==> src/rtl/fifo_pkg.sv <==
// -----------------------------------------------------------------------------
// fifo_pkg
// Shared constants and sizing helpers for the FIFO read-side stream adapter.
//   BUF_DEPTH_MIN/MAX : legal range of the adapter output buffer depth
//   DATA_WIDTH_DEF    : default stream/FIFO data width
//   ptr_width()       : bits needed for a ring-buffer pointer (0..depth-1)
//   occ_width()       : bits needed for an occupancy count (0..depth)
// -----------------------------------------------------------------------------
package fifo_pkg;

    localparam int BUF_DEPTH_MIN  = 2;
    localparam int BUF_DEPTH_MAX  = 8;
    localparam int DATA_WIDTH_DEF = 42;

    function automatic int ptr_width(input int depth);
        return (depth < 2) ? 1 : $clog2(depth);
    endfunction

    function automatic int occ_width(input int depth);
        return $clog2(depth + 1);
    endfunction

endpackage

==> src/rtl/fifo_rd_stream_adapter_if.sv <==
// -----------------------------------------------------------------------------
// fifo_rd_stream_adapter_if
// Bundles the FIFO read port and the downstream valid/ready stream.
//   fifo_ren_o   : FIFO read enable            (adapter -> FIFO)
//   fifo_empty_i : FIFO empty, registered       (FIFO -> adapter)
//   fifo_rdata_i : FIFO read data               (FIFO -> adapter)
//   fifo_rerr_i  : FIFO read-while-empty pulse  (FIFO -> adapter)
//   m_valid_o    : stream valid                 (adapter -> sink)
//   m_data_o     : stream data                  (adapter -> sink)
//   m_ready_i    : stream ready                 (sink -> adapter)
// Modport master is the adapter side; slave is the FIFO/sink environment.
// -----------------------------------------------------------------------------
interface fifo_rd_stream_adapter_if
    import fifo_pkg::*;
#(
    parameter int DATA_WIDTH = DATA_WIDTH_DEF
) ();

    logic                  fifo_ren_o;
    logic                  fifo_empty_i;
    logic [DATA_WIDTH-1:0] fifo_rdata_i;
    logic                  fifo_rerr_i;
    logic                  m_valid_o;
    logic [DATA_WIDTH-1:0] m_data_o;
    logic                  m_ready_i;

    modport master (
        output fifo_ren_o,
        input  fifo_empty_i,
        input  fifo_rdata_i,
        input  fifo_rerr_i,
        output m_valid_o,
        output m_data_o,
        input  m_ready_i
    );

    modport slave (
        input  fifo_ren_o,
        output fifo_empty_i,
        output fifo_rdata_i,
        output fifo_rerr_i,
        input  m_valid_o,
        input  m_data_o,
        output m_ready_i
    );

endinterface

==> src/rtl/stream_ring_buf.sv <==
// -----------------------------------------------------------------------------
// stream_ring_buf
// Circular buffer of DEPTH entries (any DEPTH, pointers wrap explicitly) with
// a registered head-of-queue output.
//   clk_i, rst_an_i : clock, asynchronous active-low reset
//   i_push, i_wdata : write one entry (ignored when full unless popping)
//   i_pop           : remove the head entry (ignored when empty)
//   i_flush         : synchronous clear; overrides push and pop
//   o_occ           : number of stored entries, 0..DEPTH
//   o_head          : head entry, valid whenever o_occ != 0
//   o_ovf           : push attempted while full without a pop
// -----------------------------------------------------------------------------
module stream_ring_buf
    import fifo_pkg::*;
#(
    parameter int  DATA_WIDTH = DATA_WIDTH_DEF,
    parameter int  DEPTH      = 3,
    localparam int PTR_W      = ptr_width(DEPTH),
    localparam int OCC_W      = occ_width(DEPTH)
) (
    input  logic                  clk_i,
    input  logic                  rst_an_i,
    input  logic                  i_push,
    input  logic [DATA_WIDTH-1:0] i_wdata,
    input  logic                  i_pop,
    input  logic                  i_flush,
    output logic [OCC_W-1:0]      o_occ,
    output logic [DATA_WIDTH-1:0] o_head,
    output logic                  o_ovf
);

    logic [DATA_WIDTH-1:0] r_mem [DEPTH];
    logic [PTR_W-1:0]      r_wr_ptr;
    logic [PTR_W-1:0]      r_rd_ptr;
    logic [PTR_W-1:0]      w_rd_nxt;
    logic [OCC_W-1:0]      r_occ;
    logic [DATA_WIDTH-1:0] r_head;
    logic [DATA_WIDTH-1:0] w_head_nxt;
    logic                  w_full;
    logic                  w_pop;
    logic                  w_push;

    function automatic logic [PTR_W-1:0] next_ptr(input logic [PTR_W-1:0] ptr);
        return (ptr == PTR_W'(DEPTH - 1)) ? '0 : ptr + PTR_W'(1);
    endfunction

    assign w_full   = (r_occ == OCC_W'(DEPTH));
    assign w_pop    = i_pop && (r_occ != '0) && !i_flush;
    assign w_push   = i_push && (!w_full || w_pop) && !i_flush;
    assign o_ovf    = i_push && w_full && !w_pop && !i_flush;
    assign w_rd_nxt = next_ptr(r_rd_ptr);

    // The head register is loaded straight from the write data when the
    // incoming word becomes the head (buffer empty, or last entry leaving);
    // otherwise it advances to the next stored entry on a pop.
    always_comb begin
        // NOTE: default first so every path assigns it and no latch is inferred.
        w_head_nxt = r_head;
        if (w_push && ((r_occ == '0) || ((r_occ == OCC_W'(1)) && w_pop))) begin
            w_head_nxt = i_wdata;
        end else if (w_pop) begin
            w_head_nxt = r_mem[w_rd_nxt];
        end
    end

    // NOTE: state registers use non-blocking assignments so all flops update
    // together at the edge, independent of statement order.
    always_ff @(posedge clk_i or negedge rst_an_i) begin
        if (!rst_an_i) begin
            r_wr_ptr <= '0;
            r_rd_ptr <= '0;
            r_occ    <= '0;
            r_head   <= '0;
        end else if (i_flush) begin
            r_wr_ptr <= '0;
            r_rd_ptr <= '0;
            r_occ    <= '0;
        end else begin
            if (w_push) begin
                r_wr_ptr <= next_ptr(r_wr_ptr);
            end
            if (w_pop) begin
                r_rd_ptr <= w_rd_nxt;
            end
            if (w_push && !w_pop) begin
                r_occ <= r_occ + OCC_W'(1);
            end else if (w_pop && !w_push) begin
                r_occ <= r_occ - OCC_W'(1);
            end
            r_head <= w_head_nxt;
        end
    end

    // NOTE: storage is not reset; occupancy alone decides which entries are live.
    always_ff @(posedge clk_i) begin
        if (w_push) begin
            r_mem[r_wr_ptr] <= i_wdata;
        end
    end

    assign o_occ  = r_occ;
    assign o_head = r_head;

endmodule

==> src/rtl/fifo_rd_stream_adapter.sv <==
// -----------------------------------------------------------------------------
// fifo_rd_stream_adapter
// Read-side consumer of the dual-clock FIFO. Issues FIFO reads only when the
// output buffer has guaranteed room (buffered + in-flight < BUF_DEPTH), so
// the read enable depends on registered state only and never on m_ready_i.
// Absorbs a 0- or 1-cycle FIFO read latency and presents a valid/ready stream.
//   clk_i, rst_an_i : read-domain clock, asynchronous active-low reset
//   bus_if          : FIFO read port + output stream (master modport)
//   flush_i         : drop buffered and in-flight words, clear err_o
//   err_o           : sticky error (FIFO read error or buffer overflow)
//   cnt_o           : count of delivered words (valid && ready), wrapping
// -----------------------------------------------------------------------------
module fifo_rd_stream_adapter
    import fifo_pkg::*;
#(
    parameter int DATA_WIDTH = DATA_WIDTH_DEF,
    parameter int RDATA_REG  = 1,
    parameter int BUF_DEPTH  = 3,
    parameter int CNT_WIDTH  = 32
) (
    input  logic                     clk_i,
    input  logic                     rst_an_i,
    fifo_rd_stream_adapter_if.master bus_if,
    input  logic                     flush_i,
    output logic                     err_o,
    output logic [CNT_WIDTH-1:0]     cnt_o
);

    localparam int              OCC_W   = occ_width(BUF_DEPTH);
    localparam logic [OCC_W:0]  DEPTH_C = (OCC_W + 1)'(BUF_DEPTH);

    if ((BUF_DEPTH < BUF_DEPTH_MIN) || (BUF_DEPTH > BUF_DEPTH_MAX)) begin : g_bad_depth
        $error("fifo_rd_stream_adapter: BUF_DEPTH=%0d outside %0d..%0d",
               BUF_DEPTH, BUF_DEPTH_MIN, BUF_DEPTH_MAX);
    end

    if ((RDATA_REG != 0) && (RDATA_REG != 1)) begin : g_bad_rdata_reg
        $error("fifo_rd_stream_adapter: RDATA_REG=%0d must be 0 or 1", RDATA_REG);
    end

    logic [OCC_W-1:0]      w_occ;
    logic [OCC_W:0]        w_pending;
    logic [DATA_WIDTH-1:0] w_head;
    logic                  w_infl;
    logic                  w_ren;
    logic                  w_push;
    logic                  w_valid;
    logic                  w_pop;
    logic                  w_ovf;
    logic                  r_err;
    logic [CNT_WIDTH-1:0]  r_cnt;

    // Words already committed to the buffer: stored plus the one in flight.
    assign w_pending = {1'b0, w_occ} + {{OCC_W{1'b0}}, w_infl};
    assign w_ren     = !bus_if.fifo_empty_i && !flush_i && (w_pending < DEPTH_C);

    if (RDATA_REG != 0) begin : g_rdata_reg
        // Read data arrives one cycle after the accepted ren; a flush in that
        // cycle discards it.
        logic r_infl;

        always_ff @(posedge clk_i or negedge rst_an_i) begin
            if (!rst_an_i) begin
                r_infl <= 1'b0;
            end else begin
                r_infl <= w_ren;
            end
        end

        assign w_infl = r_infl;
        assign w_push = r_infl && !flush_i;
    end else begin : g_rdata_comb
        // Read data is valid alongside ren, so nothing is ever in flight.
        assign w_infl = 1'b0;
        assign w_push = w_ren;
    end

    assign w_valid = (w_occ != '0);
    assign w_pop   = w_valid && bus_if.m_ready_i && !flush_i;

    stream_ring_buf #(
        .DATA_WIDTH (DATA_WIDTH),
        .DEPTH      (BUF_DEPTH)
    ) u_ring (
        .clk_i    (clk_i),
        .rst_an_i (rst_an_i),
        .i_push   (w_push),
        .i_wdata  (bus_if.fifo_rdata_i),
        .i_pop    (w_pop),
        .i_flush  (flush_i),
        .o_occ    (w_occ),
        .o_head   (w_head),
        .o_ovf    (w_ovf)
    );

    // Flush wins over a simultaneous error so software can always clear it.
    always_ff @(posedge clk_i or negedge rst_an_i) begin
        if (!rst_an_i) begin
            r_err <= 1'b0;
        end else if (flush_i) begin
            r_err <= 1'b0;
        end else if (bus_if.fifo_rerr_i || w_ovf) begin
            r_err <= 1'b1;
        end
    end

    always_ff @(posedge clk_i or negedge rst_an_i) begin
        if (!rst_an_i) begin
            r_cnt <= '0;
        end else if (w_pop) begin
            r_cnt <= r_cnt + CNT_WIDTH'(1);
        end
    end

    assign bus_if.fifo_ren_o = w_ren;
    assign bus_if.m_valid_o  = w_valid;
    assign bus_if.m_data_o   = w_head;
    assign err_o             = r_err;
    assign cnt_o             = r_cnt;

endmodule

==> src/flat_wrapper.sv <==
// flat-port wrapper written by rule: the top's interface ports become plain ports
module fifo_rd_stream_adapter_flat import fifo_pkg::*;
#(
    parameter int DATA_WIDTH = DATA_WIDTH_DEF,
    parameter int RDATA_REG  = 1,
    parameter int BUF_DEPTH  = 3,
    parameter int CNT_WIDTH  = 32
)
  (clk_i, rst_an_i, flush_i, err_o, cnt_o, bus_if_fifo_ren_o, bus_if_fifo_empty_i, bus_if_fifo_rdata_i, bus_if_fifo_rerr_i, bus_if_m_valid_o, bus_if_m_data_o, bus_if_m_ready_i);
  fifo_rd_stream_adapter_if #(.DATA_WIDTH(DATA_WIDTH)) bus_if_i ();
  input  logic clk_i;
  input  logic rst_an_i;
  input  logic flush_i;
  output logic err_o;
  output logic [CNT_WIDTH-1:0] cnt_o;
  output wire logic [$bits(bus_if_i.fifo_ren_o)-1:0] bus_if_fifo_ren_o;
  input wire logic [$bits(bus_if_i.fifo_empty_i)-1:0] bus_if_fifo_empty_i;
  input wire logic [$bits(bus_if_i.fifo_rdata_i)-1:0] bus_if_fifo_rdata_i;
  input wire logic [$bits(bus_if_i.fifo_rerr_i)-1:0] bus_if_fifo_rerr_i;
  output wire logic [$bits(bus_if_i.m_valid_o)-1:0] bus_if_m_valid_o;
  output wire logic [$bits(bus_if_i.m_data_o)-1:0] bus_if_m_data_o;
  input wire logic [$bits(bus_if_i.m_ready_i)-1:0] bus_if_m_ready_i;
  assign bus_if_fifo_ren_o = bus_if_i.fifo_ren_o;
  assign bus_if_i.fifo_empty_i = bus_if_fifo_empty_i;
  assign bus_if_i.fifo_rdata_i = bus_if_fifo_rdata_i;
  assign bus_if_i.fifo_rerr_i = bus_if_fifo_rerr_i;
  assign bus_if_m_valid_o = bus_if_i.m_valid_o;
  assign bus_if_m_data_o = bus_if_i.m_data_o;
  assign bus_if_i.m_ready_i = bus_if_m_ready_i;
  fifo_rd_stream_adapter #(.DATA_WIDTH(DATA_WIDTH), .RDATA_REG(RDATA_REG), .BUF_DEPTH(BUF_DEPTH), .CNT_WIDTH(CNT_WIDTH)) u_core (.clk_i(clk_i), .rst_an_i(rst_an_i), .bus_if(bus_if_i), .flush_i(flush_i), .err_o(err_o), .cnt_o(cnt_o));
endmodule
==> config.mk <==
export PLATFORM = sky130hd
export DESIGN_NAME = fifo_rd_stream_adapter_flat
export DESIGN_NICKNAME = d
export VERILOG_FILES = /design/src/rtl/fifo_pkg.sv /design/src/rtl/fifo_rd_stream_adapter_if.sv /design/src/rtl/stream_ring_buf.sv /design/src/rtl/fifo_rd_stream_adapter.sv /design/src/flat_wrapper.sv
export SDC_FILE = /design/constraint.sdc
export NUM_CORES = 1
export LEC_CHECK = 0
export CORE_MARGIN = 2
export CORE_UTILIZATION = 50
export CTS_BUF_LIST = sky130_fd_sc_hd__clkbuf_4
export CTS_CLUSTER_DIAMETER = 200
export DETAILED_ROUTE_END_ITERATION = 10
export PLACE_DENSITY = 0.74
export SETUP_SLACK_MARGIN = 0.1
export SYNTH_ARGS = -nofsm -noshare
export SYNTH_HDL_FRONTEND = slang
export SYNTH_SLANG_ARGS = --single-unit
==> constraint.sdc <==
create_clock -name clk_i -period 14.94 [get_ports clk_i]
set_input_delay 2.988 -clock clk_i [delete_from_list [all_inputs] [get_ports clk_i]]
set_output_delay 2.988 -clock clk_i [all_outputs]
set_load 0.02 [all_outputs]
==> metrics.md, run 1 <==
| Metric | Value |
|---|---|
| Setup tns final | 0 ns |
| Vias in the first global route | 5,624 |
| Die ar. | about 18,000 µm² |
| Yosys reg bits | roughly 210 |
| TritonRoute pass-1 iters | 4 |
| Reg clk slew, reported paths | ~0.070 ns |
| DR DRC count | 0 |
| P&R area growth vs syn | 24.5% |
| Tmin final | roughly 8 ns |
| Post-DP HPWL | between 10 and 15 mm |
| Sequential fraction of the synthesis area | 0.677 |
| Drt initial violations | slightly above 200 |
| Resized cells post-CTS | 0 |
| Crit path launch type | input port |
| Syn Std Cell Area | approximately 8600 µm² |
| YS warnings | 0 |
| Via count | roughly 5,200 |
| Worst Hold Class | flop to flop |
| Max_slew headroom | 0.223 |
| Post-CTS setup buffer count | 0 |
| Clock buffer depth | 3 |
| Post-placement cell area | 10,100 µm² |
| Root buffer cell | clkbuf_4 |
| Core footprint | about 17,000 µm² |
| MaxCap Viol Count | 0 |
| Final Hold Fails | 0 |
| Initial Util | 0.506 |
| Total wire length | about 17 mm |
| Peak VDD IR | 0.102 mV |
| Worst Max-Slew Pin Slew | ~1.2 ns |
| Worst endpoint required time | between 10 and 15 ns |
| Gr usage total | 0.195 |
| Mapped Avg Cell Area | around 15 µm² |
| Crit Path Max Fanout | 12 |
| Synth Net Count | about 630 |
| H-Tree Depth | 2 |
| P_leak | ~4.0 nW |
| First-pass GRT wire length | between 20 and 30 mm |
| Hold bufs inserted after CTS | 0 |
| RSZ-0062 raised after global routing | no |
| DR WL/cell | 17.2 µm |
| Layout cells sized above 1 | 0.231 |
| I/O Pins | about 130 |
| Slew Viols, Final | 0 |
| Initial antenna violation count | 1 |
| Die width | approximately 140 µm |
| Crit path capture type | output port |
| P per Cell Area | 153 nW/µm² |
| CTS tree | done |
| CTS Buf Count | 52 |
| Largest net degree at the start of global routing | 89 |
| Synth unique cells | 40 |
| Fmax | ~130 MHz |
| GPL Wtd Cong | 0.764 |
| Cells after Synth | 580 |
| Cell Rows | 48 |
| Status | completed |
| CTS Sinks | between 200 and 250 |
| Nets | between 700 and 800 |
| PortBufs | between 100 and 150 |
| Clock Skews | between 0.03 and 0.04 ns |
| Period utilization | 0.532 |
| Final Instance Area | 10,700 µm² |
| Clk_lat worst skew | approximately 0.64 ns |
| Setup CP Type | input port to output port |
| # setup viols final | 0 |
| Overflow after GRT | 0 |
| Antenna Violating Nets Remaining | 0 |
| CP arrival | 4.95 ns |
| Die H | between 100 and 150 µm |
| Drt via density | roughly 5.2 |
layout make-up:
type / instances / area [µm²]
tap: 225 / 282
multi-input combinational: 334 / 2640
clock inverter: 25 / 98.8
sequential: 208 / 5840
fill: 1337 / 6320
inverter: 9 / 33.8
clock buffer: 73 / 548
antenna: 1 / 2.50
timing repair buffer: 131 / 1290
state kept, by name, indices dropped and copies added, names as in the netlist:
register,cells
u_core.g_rdata_reg.r_infl,1
u_core.err_o,1
u_core.cnt_o,32
u_core.u_ring.o_head,42
u_core.u_ring.r_rd_ptr,2
u_core.u_ring.o_occ,2
u_core.u_ring.r_wr_ptr,2
u_core.u_ring.r_mem,126
layer usage:
metal | up-vias | global-route usage | part of all wire
li1 | 2486 | - | -
met2 | 127 | 0.342 | 0.52
met1 | 2612 | 0.236 | 0.42
met5 | - | 0 | 0
met4 | 0 | 0.0642 | 0.014
met3 | 23 | 0.0501 | 0.050
critical path: stages:
cell and delay [ns]:
clkdlybuf4s50_1 0.66, a2111oi_0 0.60, clkdlybuf4s50_1 0.71
cells in the mapped netlist:
library cell | number | area share
buf_1 | 2 | 0.00087
nor3_1 | 3 | 0.0017
mux2_2 | 82 | 0.11
dfrtp_1 | 82 | 0.24
or2_2 | 1 | 0.00073
and3_1 | 2 | 0.0015
mux2_1 | 2 | 0.0026
a211o_1 | 1 | 0.0010
nand4_2 | 1 | 0.0015
buf_2 | 17 | 0.0099
nand3_1 | 8 | 0.0046
clkbuf_1 | 9 | 0.0039
buf_6 | 1 | 0.0013
a211oi_1 | 2 | 0.0017
nor3b_1 | 3 | 0.0026
xnor2_1 | 29 | 0.029
xor2_1 | 3 | 0.0030
a21oi_1 | 3 | 0.0017
nor2_1 | 12 | 0.0052
nor2b_1 | 3 | 0.0022
nand2b_1 | 1 | 0.00073
ha_1 | 6 | 0.0087
and4_1 | 1 | 0.0010
nor4b_2 | 1 | 0.0017
nand4_1 | 18 | 0.013
nand4bb_1 | 1 | 0.0013
nand2_1 | 52 | 0.023
nor4_4 | 1 | 0.0025
or3b_1 | 1 | 0.0010
inv_1 | 9 | 0.0039
nor4_1 | 3 | 0.0022
o21ai_0 | 42 | 0.024
nor3_2 | 1 | 0.0012
mux2i_1 | 43 | 0.050
a311oi_1 | 1 | 0.0010
edfxtp_1 | 126 | 0.44
a21o_1 | 2 | 0.0017
and2_1 | 3 | 0.0022
a31oi_1 | 1 | 0.00073
a2111oi_0 | 1 | 0.0010
cells by family after synthesis:
logic type,Yosys count,share of synthesized area
mux,127,0.160
xor+xnor,32,0.0325
flops,208,0.677
simple gates,116,0.0695
buf+inv,38,0.0199
compound gates,53,0.0334
fa+ha+maj,6,0.00870
report_power, final:
group	leakage (nW)	total (mW)	switching [mW]	internal [mW]
combinational	1.40	0.444	0.213	0.231
clock	0.390	0.448	0.220	0.228
sequential	2.19	0.747	0.0595	0.687
through the flow:
step                       util  worst slack, ns  hold slack [ns]  cells  total power, mW
after floorplan               -             7.57            0.488    580             1.01
after global placement    0.591             7.04            0.471    907             1.19
final                     0.629             7.00            0.492   1006             1.64
after global routing      0.629             6.82            0.529   1006             1.73
after CTS                 0.629             6.97            0.493   1005             1.66
after detailed placement  0.591             7.03            0.472    907             1.21
worst paths after layout:
kind / startpoint / end / slack (ns) / cells past startpoint
max in group asynchronous: rst_an_i / u_core.u_ring.r_rd_ptr[0] / 11.47 / 2
worst max-delay path: flush_i / bus_if_fifo_ren_o / 7.00 / 3
worst min-delay path: u_core.cnt_o[31] / u_core.cnt_o[31] / 0.49 / 1
min in group asynchronous: rst_an_i / u_core.cnt_o[31] / 2.30 / 1
worst min register to register: u_core.cnt_o[31] / u_core.cnt_o[31] / 0.49 / 1
worst max register to register: u_core.u_ring.o_occ[0] / u_core.u_ring.r_mem[1][20] / 11.57 / 6
cells in the final DEF (no fill, tap or decap), types with 2 or more instances in the layout:
master / instances
edfxtp_1: 126
clkdlybuf4s50_1: 123
mux2_2: 82
dfrtp_1: 80
clkbuf_4: 73
nand2_1: 52
mux2i_1: 43
o21ai_0: 42
xnor2_1: 29
clkinv_1: 19
nand4_1: 18
nor2_1: 12
inv_1: 9
nand3_1: 8
buf_4: 8
ha_1: 6
clkinv_2: 4
nor2b_1: 3
nor4_1: 3
and2_1: 3
a21oi_1: 3
xor2_1: 3
nor3b_2: 2
nor3_1: 2
a21o_1: 2
a211oi_1: 2
and3_1: 2
mux2_1: 2
inv_2: 2
dfrtp_2: 2
No activity file was read; power rests on OpenSTA's default activity.
==> inputs of run 2 (changes only) <==
Clock period 14.94 ns to 8.2 ns, I/O delays scaled along.
==> run 2 against run 1 <==
- first-iteration DRC count is 9.8% higher
- final cell count down 0.20%
- sequential power grew 82%
- largest power group unchanged
- die area stayed put
- critical endpoint unchanged
- highest routed layer unchanged
- flip-flop and latch count unchanged
- critical path depth unchanged
- final area up 0.76%
==> metrics.md, run 2 (synthesis gave the netlist of run 1 again) <==
| Metric | Value |
|---|---|
| Status | completed (unchanged) |
| Crit path launch type | input port (unchanged) |
| Die width | 135 µm (unchanged) |
| Crit Path Max Fanout | 12 (unchanged) |
| Reg clk slew, reported paths | 0.06 ns (was 0.07 ns) |
| RR Endpoint | u_core.u_ring.r_mem[1][24] (was u_core.u_ring.r_mem[1][20]) |
| CP arrival | 3.60 ns (was 4.95 ns) |
| Total wire length | 17.2 mm (was 17.3 mm) |
| Final Hold Fails | 0 (unchanged) |
| Clk_lat worst skew | 0.64 ns (about the same) |
| PortBufs | 124 (unchanged) |
| Fill cell instance count of the final layout | 1,324 (was 1,337) |
| Gr usage total | 0.194 (was 0.195) |
| Worst Hold Class | flop to flop (unchanged) |
| Initial Util | 0.506 (unchanged) |
| Antenna Violating Nets Remaining | 0 (unchanged) |
| Overall power | 3.08 mW (was 1.64 mW) |
| Clock Skews | 0.0276 ns (was 0.0330 ns) |
| DR DRC count | 0 (unchanged) |
| Max_slew headroom | 0.234 (was 0.223) |
| Die H | 135 µm (unchanged) |
| P_leak | 4.03 nW (was 3.98 nW) |
| Crit path from | flush_i (unchanged) |
| MaxCap Viol Count | 0 (unchanged) |
| Post-DP HPWL | 10.3 mm (was 10.2 mm) |
| Worst Max-Slew Pin Slew | 1.14 ns (was 1.17 ns) |
| Critical Path Sink | bus_if_fifo_ren_o (unchanged) |
| P&R area growth vs syn | 25.4% (was 24.5%) |
| Drt via density | 5.23 (was 5.22) |
| DR WL/cell | 17.1 µm (was 17.2 µm) |
| Worst endpoint required time | 6.56 ns (was 11.95 ns) |
| Setup CP Type | input port to output port (unchanged) |
| Peak VDD IR | 0.169 mV (was 0.102 mV) |
| Cell Rows | 48 (unchanged) |
| Hold bufs inserted after CTS | 0 (unchanged) |
| Die ar. | 18,300 µm² (unchanged) |
| Setup tns final | 0 ns (unchanged) |
| Period utilization | 0.639 |
| Vias in the first global route | 5,624 (unchanged) |
| Initial antenna violation count | 1 (unchanged) |
| Largest register by flop count | u_core.u_ring.r_mem (unchanged) |
| I/O Pins | 125 (unchanged) |
| Overflow after GRT | 0 (unchanged) |
| CTS Buf Count | 52 (unchanged) |
| P per Cell Area | 285 nW/µm² (was 153 nW/µm²) |
| Layout cells sized above 1 | 0.249 (was 0.231) |
| CTS Sinks | 208 (unchanged) |
| Reg-to-Reg Start | u_core.u_ring.o_occ[1] (was u_core.u_ring.o_occ[0]) |
| Via count | 5,247 (was 5,248) |
| # setup viols final | 0 (unchanged) |
| Crit path capture type | output port (unchanged) |
| RSZ-0062 raised after global routing | no (unchanged) |
| Clock buffer depth | 3 (unchanged) |
| First-pass GRT wire length | 27.8 mm (was 27.6 mm) |
| Max reg flops | 126 (unchanged) |
| CTS tree | done (unchanged) |
| R2R depth | 6 (unchanged) |
| Dpl cells | 907 (unchanged) |
| Worst reg-to-reg setup slack | 4.85 ns (was 11.57 ns) |
| Nets | 790 (unchanged) |
| Drt initial violations | 224 (was 204) |
| Post-CTS setup buffer count | 0 (unchanged) |
| TritonRoute pass-1 iters | 4 (unchanged) |
| H-Tree Depth | 2 (unchanged) |
| GPL Wtd Cong | 0.764 (about the same) |
| Final std cells w/o fill | 1,004 (was 1,006) |
| Most frequent cells in the layout | edfxtp_1 (126), clkdlybuf4s50_1 (123), clkbuf_4 (91) (was edfxtp_1 (126), clkdlybuf4s50_1 (123), mux2_2 (82)) |
| Resized cells post-CTS | 0 (unchanged) |
| Most common cell after layout, fill and taps aside | edfxtp_1 (unchanged) |
| Largest net degree at the start of global routing | 89 (unchanged) |
| Hold Path Depth | 1 (unchanged) |
| Core footprint | 17,100 µm² (unchanged) |
| Tmin final | 5.24 ns |
| Fmax | around 190 MHz |
| Slew Viols, Final | 0 (unchanged) |
| Root buffer cell | clkbuf_4 (unchanged) |
run 2: changes by cell type in the layout (fill, tap and decap cells not counted), sizes merged:
cell    before  now
clkinv      23    3
clkbuf      73   91
bufinv       0    1
inv         11   10
run 2: worst min-delay path by stage:
stage | startpoint | endpoint
floorplan | u_core.u_ring.r_wr_ptr[0] | u_core.u_ring.r_wr_ptr[0]
global placement | u_core.cnt_o[13] | u_core.cnt_o[13]
detailed placement | u_core.cnt_o[31] | u_core.cnt_o[31]
CTS | u_core.cnt_o[31] | u_core.cnt_o[31]
global route | u_core.cnt_o[31] | u_core.cnt_o[31]
finish | u_core.cnt_o[31] | u_core.cnt_o[31]
run 2: power by group:
part | total (mW) | internal (mW) | leakage, nW | switching, mW
Combinational | 0.807 | 0.421 | 1.40 | 0.386
Sequential | 1.36 | 1.25 | 2.19 | 0.109
Clock | 0.915 | 0.525 | 0.442 | 0.390
Total | 3.08 | 2.20 | 4.03 | 0.886
run 2: routing by layer:
metal  vias up  global-route usage  part of all wire
met4         0              0.0648             0.014
met3        20              0.0456             0.043
met2       117               0.339              0.52
met1      2623               0.239              0.42
met5         -                   0                 0
li1       2487                   -                 -
run 2: through the flow:
step,hold slack (ns),utilization,setup slack (ns),cell area [µm²]
after global placement,0.481,0.591,2.99,10100
final,0.489,0.634,2.96,10800
after global routing,0.507,0.634,2.77,10800
after floorplan,0.488,-,2.29,8630
after CTS,0.491,0.634,2.92,10800
after detailed placement,0.481,0.591,2.92,10100
run 2: cell type report:
class                      instances  area (µm²)  share of cell area
sequential                       208        5840               0.540
multi-input combinational        334        2640               0.244
clock inverter                     5        45.0             0.00416
inverter                           9        33.8             0.00312
tap                              225         282              0.0260
clock buffer                      91         683              0.0632
antenna                            1        2.50            0.000231
timing repair buffer             131        1290               0.119
run 2: worst max-delay path: stages:
cell and delay (ns):
clkdlybuf4s50_1 0.65, a2111oi_0 0.60, clkdlybuf4s50_1 0.71
